[config.mk]
export PLATFORM = sky130hd
export DESIGN_NAME = sprite_blitter
export DESIGN_NICKNAME = d
export VERILOG_FILES = /design/src/rtl/boxhead_pkg.sv /design/src/rtl/sprite_blitter.sv
export SDC_FILE = /design/constraint.sdc
export NUM_CORES = 1
export LEC_CHECK = 0
export CAP_MARGIN = 20
export CORE_MARGIN = 2
export CORE_UTILIZATION = 65
export DETAILED_ROUTE_END_ITERATION = 8
export DONT_BUFFER_PORTS = 1
export PLACE_DENSITY = 0.85
export SYNTH_ARGS = -nofsm -noshare
export SYNTH_HDL_FRONTEND = slang
export SYNTH_SLANG_ARGS = --single-unit
[constraint.sdc]
create_clock -name sram_clk -period 9.4 [get_ports sram_clk]
set_input_delay 0.94 -clock sram_clk [delete_from_list [all_inputs] [get_ports sram_clk]]
set_output_delay 0.94 -clock sram_clk [all_outputs]
set_load 0.005 [all_outputs]
[src/rtl/boxhead_pkg.sv]
// ============================================================================
//  boxhead_pkg : shared screen geometry and blitter state encoding
//  Rev 1.0
// ============================================================================
`timescale 1ns/1ps
`default_nettype none

package boxhead_pkg;

  localparam int SCREEN_W_DEFAULT = 640;
  localparam int SCREEN_H_DEFAULT = 480;

  typedef enum logic [2:0] {
    ST_IDLE  = 3'd0,
    ST_FETCH = 3'd1,
    ST_CHECK = 3'd2,
    ST_EMIT  = 3'd3,
    ST_DONE  = 3'd4
  } blit_state_t;

  // 11-bit sum so positions past the 10-bit screen range stay distinguishable
  function automatic logic [10:0] coord_sum(input logic [9:0] base, input logic [6:0] off);
    return {1'b0, base} + {4'b0000, off};
  endfunction

endpackage

`default_nettype wire

[src/rtl/sprite_blitter.sv]
// ============================================================================
//  sprite_blitter : walks a sprite in ROM, drops keyed/off-screen pixels and
//  hands the rest one at a time to the SRAM controller program port.
//  Rev 1.0
// ============================================================================
`timescale 1ns/1ps
`default_nettype none

module sprite_blitter
  import boxhead_pkg::*;
#(
  parameter int SCREEN_W = SCREEN_W_DEFAULT,
  parameter int SCREEN_H = SCREEN_H_DEFAULT,
  parameter int ROM_AW   = 16
) (
  input  logic              sram_clk,
  input  logic              reset_n,
  input  logic              cmd_valid,
  output logic              cmd_ready,
  input  logic [9:0]        cmd_x,
  input  logic [9:0]        cmd_y,
  input  logic [6:0]        cmd_w,
  input  logic [6:0]        cmd_h,
  input  logic [ROM_AW-1:0] cmd_base,
  input  logic [15:0]       cmd_key,
  output logic [ROM_AW-1:0] rom_addr,
  input  logic [15:0]       rom_data,
  output logic              pix_valid,
  input  logic              pix_accept,
  output logic [9:0]        pix_x,
  output logic [9:0]        pix_y,
  output logic [15:0]       pix_data,
  output logic              busy,
  output logic              done
);

  localparam logic [10:0]       c_SCREEN_W = 11'(SCREEN_W);
  localparam logic [10:0]       c_SCREEN_H = 11'(SCREEN_H);
  localparam logic [ROM_AW-1:0] c_ADDR_ONE = {{(ROM_AW-1){1'b0}}, 1'b1};

  blit_state_t       r_state;
  blit_state_t       w_next_state;

  logic [9:0]        r_x;
  logic [9:0]        r_y;
  logic [6:0]        r_w;
  logic [6:0]        r_h;
  logic [15:0]       r_key;
  logic [ROM_AW-1:0] r_addr;
  logic [6:0]        r_col;
  logic [6:0]        r_row;
  logic [9:0]        r_pix_x;
  logic [9:0]        r_pix_y;
  logic [15:0]       r_pix_data;

  logic              w_accept;
  logic [10:0]       w_sx;
  logic [10:0]       w_sy;
  logic              w_skip;
  logic              w_col_end;
  logic              w_last;
  logic              w_advance;
  logic              w_draw;

  assign w_accept  = cmd_valid && (r_state == ST_IDLE);
  assign w_sx      = coord_sum(r_x, r_col);
  assign w_sy      = coord_sum(r_y, r_row);
  assign w_skip    = (rom_data == r_key) || (w_sx >= c_SCREEN_W) || (w_sy >= c_SCREEN_H);
  assign w_col_end = (r_col == (r_w - 7'd1));
  assign w_last    = w_col_end && (r_row == (r_h - 7'd1));
  assign w_draw    = (r_state == ST_CHECK) && !w_skip;
  // pix_accept only counts while a pixel is actually being offered
  assign w_advance = ((r_state == ST_CHECK) && w_skip) ||
                     ((r_state == ST_EMIT) && pix_accept);

  always_ff @(posedge sram_clk or negedge reset_n) begin
    if (!reset_n) begin
      r_state <= ST_IDLE;
    end else begin
      r_state <= w_next_state;
    end
  end

  always_comb begin
    w_next_state = r_state;
    cmd_ready    = 1'b0;
    busy         = 1'b1;
    done         = 1'b0;
    pix_valid    = 1'b0;
    case (r_state)
      ST_IDLE: begin
        cmd_ready = 1'b1;
        busy      = 1'b0;
        if (cmd_valid) begin
          if ((cmd_w == 7'd0) || (cmd_h == 7'd0)) begin
            w_next_state = ST_DONE;
          end else begin
            w_next_state = ST_FETCH;
          end
        end
      end
      ST_FETCH: begin
        w_next_state = ST_CHECK;
      end
      ST_CHECK: begin
        if (!w_skip) begin
          w_next_state = ST_EMIT;
        end else if (w_last) begin
          w_next_state = ST_DONE;
        end else begin
          w_next_state = ST_FETCH;
        end
      end
      ST_EMIT: begin
        pix_valid = 1'b1;
        if (pix_accept) begin
          w_next_state = w_last ? ST_DONE : ST_FETCH;
        end
      end
      ST_DONE: begin
        done         = 1'b1;
        w_next_state = ST_IDLE;
      end
      default: begin
        w_next_state = ST_IDLE;
      end
    endcase
  end

  always_ff @(posedge sram_clk or negedge reset_n) begin
    if (!reset_n) begin
      r_x        <= '0;
      r_y        <= '0;
      r_w        <= '0;
      r_h        <= '0;
      r_key      <= '0;
      r_addr     <= '0;
      r_col      <= '0;
      r_row      <= '0;
      r_pix_x    <= '0;
      r_pix_y    <= '0;
      r_pix_data <= '0;
    end else begin
      if (w_accept) begin
        r_x    <= cmd_x;
        r_y    <= cmd_y;
        r_w    <= cmd_w;
        r_h    <= cmd_h;
        r_key  <= cmd_key;
        r_addr <= cmd_base;
        r_col  <= '0;
        r_row  <= '0;
      end else if (w_advance) begin
        // Row-major walk: the address simply increments, so no stride multiply
        r_addr <= r_addr + c_ADDR_ONE;
        if (w_col_end) begin
          r_col <= '0;
          r_row <= r_row + 7'd1;
        end else begin
          r_col <= r_col + 7'd1;
        end
      end
      if (w_draw) begin
        r_pix_x    <= w_sx[9:0];
        r_pix_y    <= w_sy[9:0];
        r_pix_data <= rom_data;
      end
    end
  end

  assign rom_addr = r_addr;
  assign pix_x    = r_pix_x;
  assign pix_y    = r_pix_y;
  assign pix_data = r_pix_data;

endmodule

`default_nettype wire

==> summary.txt <==
=====================================================================================
Power Dens Cells                                                           355 nW/µm²
Count of buffering cells on the critical path with inverters included               0
GR Util met2                                                                    47.9%
Vertical die dimension                                                         102 µm
Post-synthesis area per instance                                             9.21 µm²
Setup-violating endpoint count in the final report                                  0
Setup crit start kind                                                        register
Final GP Congestion                                                             0.876
Final slew viol count                                                               0
Static Leakage                                                                3.20 nW
DRT Wirelength                                                               14700 µm
Internal power summed over all cells                                          1.51 mW
Via count of the first global-routing pass                                       5055
GRT overflow                                                                        0
DR DRC count                                                                        0
Predominant post-synthesis flop cell                                     sky130_fd_sc_hd__dfrtp_1
Num ports                                                                         142
Net switching component of the power                                           969 µW
Number of hold violations in the final report                                       0
Count of state elements after synthesis                                           119
Kind of critical path                                                    register to register
Transition time at the pin with the least slew margin                        0.754 ns
Number of detailed-routing iterations run before antenna repair                     5
Count of yosys warnings during synthesis                                            0
Top fanout value on the critical path                                              23
DRC marker count from the first detailed-route iteration                          314
Mapped Area                                                                  6300 µm²
Number of cell rows                                                                35
Unrepaired setup endpoints after global routing                                 false
Core Box Area                                                                9330 µm²
Final Util                                                                      74.8%
Min Tclk post-route                                                           3.95 ns
Number of nets with antenna violations after routing                                0
CTS H-Tree Depth                                                                    4
Portion of the post-synthesis area used by sequential elements                  47.3%
Maximum number of pins on one net before global-route repair                      120
Clock buffer count from CTS                                                        17
Slew margin rel.                                                                49.8%
HP Class                                                                 input port to async pin
Met3 Use GR                                                                     9.58%
Initial antenna violation count                                                     0
Setup fix buffers added after clock tree synthesis                                  0
Proportion of layout cells with a drive suffix above 1                          9.43%
Clock Power Share                                                               25.1%
Cell at the root of the clock tree                                       sky130_fd_sc_hd__clkbuf_8
Number of nets at the end of the flow                                             783
Wire length of the first global-routing pass                                 23300 µm
# clock sinks                                                                     119
Outcome                                                                  finished, final reports clean
Distinct cell type count of the synthesized netlist                                58
Insertion delay of the later-clocked pin in the worst-skew pair               0.52 ns
Worst stage delay on the critical path                                        0.65 ns
Syn_nets                                                                          791
Switching part of the total                                                     39.1%
Buffer depth of the longest clock path                                              2
GR Util All Layers                                                              28.7%
Critical path data arrival time                                               4.36 ns
Floorplan die area                                                          10500 µm²
Worst path cell trace                                                    ha_1 -> fa_1 -> a211oi_2 -> nor2_1 -> a221o_1 -> or4_4 -> nand4_2 -> o211a_1 -> nand2_1 -> o31ai_1
Clock-pin slew of the registers on the worst-case setup and hold paths        0.06 ns
Part of the total power dissipated in sequential elements                       39.7%
Post-DR wirelength/cell                                                       18.0 µm
Worst Skew                                                                  0.0106 ns
Global-route layer with the greatest usage                                       met2
Horiz. Die Dim                                                                 102 µm
Maximum vdd ir drop                                                          0.163 mV
Number of max-cap violations                                                        0
Post-DR vias/cell                                                                6.21
Category of the worst setup path capture point                               register
Fillers                                                                           649
Final-layout setup total negative slack                                          0 ns
Critical Path Slowest Stage Cell                                         sky130_fd_sc_hd__o211a_1
Synthesized netlist cell count                                                    684
Area growth from synthesis to final layout                                      10.7%
Number of diodes added for antenna fixing                                           0
Global-route met1 utilization                                                   34.6%
Combinational Power Share                                                       35.2%
Fmax                                                                          253 MHz
Period Utilization, post-route                                                  42.0%
CTS tree                                                                        built
Detailed-placement wirelength estimate                                        9920 µm
Top delay family on crit path                                            compound AO/OA/AOI/OAI gates
Starting utilization of the core area                                           67.6%
Data required time of the critical path                                       9.81 ns
Port bufs                                                                           0
Async set-or-reset flop fraction in the synthesized netlist                      100%
Hold Buf Count CTS                                                                  0
Post-synth EDFFs                                                                    0
Quantity of gates resized following cts                                             0
Via count of the routed design                                                   5078
=====================================================================================
==> per-stage QoR <==
step / setup slack, ns / power, mW / cell area (µm²) / hold slack [ns] / cells
after floorplan: 5.94 / 1.61 / 6300 / 0.452 / 684
after global placement: 5.64 / 1.77 / 6380 / 0.472 / 785
after detailed placement: 5.50 / 1.83 / 6380 / 0.469 / 785
after CTS: 5.44 / 2.47 / 6950 / 0.104 / 817
after global routing: 5.15 / 2.65 / 6980 / 0.0936 / 818
final: 5.45 / 2.48 / 6980 / 0.117 / 818
==> worst register-to-register path: stages, from the launching register on <==
cell	delay, ns
sky130_fd_sc_hd__dfrtp_1	0.46
sky130_fd_sc_hd__ha_1	0.26
sky130_fd_sc_hd__fa_1	0.43
sky130_fd_sc_hd__a211oi_2	0.21
sky130_fd_sc_hd__nor2_1	0.11
sky130_fd_sc_hd__a221o_1	0.37
sky130_fd_sc_hd__or4_4	0.51
sky130_fd_sc_hd__nand4_2	0.22
sky130_fd_sc_hd__o211a_1	0.65
sky130_fd_sc_hd__nand2_1	0.31
sky130_fd_sc_hd__o31ai_1	0.31
==> area by class of cell <==
class | instances | area, µm² | share of cell area, %
multi-input cells | 521 | 3170 | 45.4
inverters | 13 | 48.8 | 0.699
well taps | 129 | 161 | 2.31
flip-flops and latches | 119 | 2980 | 42.7
repair buffers | 4 | 50.0 | 0.717
clock buffers | 20 | 445 | 6.38
clock inverters | 12 | 128 | 1.83
==> per-layer routing <==
metal  wire length (µm)  vias to the layer above
li1                   -                     2364
met1               5840                     2492
met2               7610                      198
met3               1060                       24
met4                228                        0
met5                  0                        -
==> layout by cell type (no fill, tap or decap), types with 3 or more instances in the layout <==
cell                         count
sky130_fd_sc_hd__nand2_1       177
sky130_fd_sc_hd__dfrtp_1       119
sky130_fd_sc_hd__a21oi_1        40
sky130_fd_sc_hd__o21ai_0        38
sky130_fd_sc_hd__nor2_1         26
sky130_fd_sc_hd__xnor2_1        26
sky130_fd_sc_hd__xor2_1         22
sky130_fd_sc_hd__ha_1           19
sky130_fd_sc_hd__nand3_1        18
sky130_fd_sc_hd__mux2_2         18
sky130_fd_sc_hd__clkbuf_16      16
sky130_fd_sc_hd__inv_1          13
sky130_fd_sc_hd__nor3_1         13
sky130_fd_sc_hd__mux2_1         11
sky130_fd_sc_hd__and3_1          9
sky130_fd_sc_hd__a21o_1          8
sky130_fd_sc_hd__o22ai_1         8
sky130_fd_sc_hd__o31ai_1         7
sky130_fd_sc_hd__nor4_1          6
sky130_fd_sc_hd__a211oi_1        5
sky130_fd_sc_hd__o41ai_1         5
sky130_fd_sc_hd__and2_1          4
sky130_fd_sc_hd__or4_1           4
sky130_fd_sc_hd__nor2b_1         4
sky130_fd_sc_hd__clkinvlp_4      4
sky130_fd_sc_hd__clkinv_2        4
sky130_fd_sc_hd__or2_2           3
sky130_fd_sc_hd__o211ai_1        3
sky130_fd_sc_hd__o21ai_1         3
sky130_fd_sc_hd__a31oi_1         3
sky130_fd_sc_hd__nand4_1         3
sky130_fd_sc_hd__nand3b_1        3
sky130_fd_sc_hd__clkbuf_8        3
sky130_fd_sc_hd__buf_4           3
==> synthesized netlist by cell type, types with 11 or more instances <==
cell | n | area (µm²)
sky130_fd_sc_hd__a21oi_1 | 40 | 200
sky130_fd_sc_hd__clkbuf_1 | 26 | 97.6
sky130_fd_sc_hd__dfrtp_1 | 119 | 2980
sky130_fd_sc_hd__ha_1 | 19 | 238
sky130_fd_sc_hd__inv_1 | 13 | 48.8
sky130_fd_sc_hd__mux2_1 | 11 | 124
sky130_fd_sc_hd__mux2_2 | 18 | 203
sky130_fd_sc_hd__nand2_1 | 178 | 668
sky130_fd_sc_hd__nand3_1 | 18 | 90.1
sky130_fd_sc_hd__nor2_1 | 27 | 101
sky130_fd_sc_hd__nor3_1 | 13 | 65.1
sky130_fd_sc_hd__o21ai_0 | 38 | 190
sky130_fd_sc_hd__xnor2_1 | 26 | 228
sky130_fd_sc_hd__xor2_1 | 22 | 193
==> path summary, 6_finish.rpt <==
path	startpoint	endpoint	slack [ns]	cells past startpoint
max in group asynchronous	reset_n	r_w[0]	9.07	0
hold reg to reg	r_x[0]	r_x[0]	0.49	2
min in group sram_clk	r_x[0]	r_x[0]	0.49	2
hold / removal	reset_n	r_col[1]	0.12	0
setup / recovery	r_col[0]	r_col[6]	5.45	10
setup reg to reg	r_col[0]	r_col[6]	5.45	10
==> flip-flops by register name, summed over array words and instances, names as in the netlist <==
register	count
pix_data	16
r_key	16
rom_addr	16
pix_x	10
pix_y	10
r_x	10
r_y	10
r_col	7
r_h	7
r_row	7
r_w	7
r_state	3
==> cells by family (layout without fill, tap and decap cells) <==
logic type	count (synthesis)	count (layout)	synth area share [%]
flops	119	119	47.3
xor+xnor	48	48	6.67
buf+inv	44	49	2.70
simple gates	284	284	20.1
mux	30	30	5.34
fa+ha+maj	21	21	4.41
compound gates	138	138	13.6
==> power groups by stage <==
stage	registers (mW)	logic [mW]	clock network, mW
2_1_floorplan	0.905	0.709	0
3_3_place_gp	0.970	0.797	0
3_5_place_dp	0.983	0.844	0
4_1_cts	0.980	0.861	0.625
5_1_grt	1.01	0.980	0.653
6_report	0.983	0.873	0.621
No activity file was read; power rests on OpenSTA's default activity.
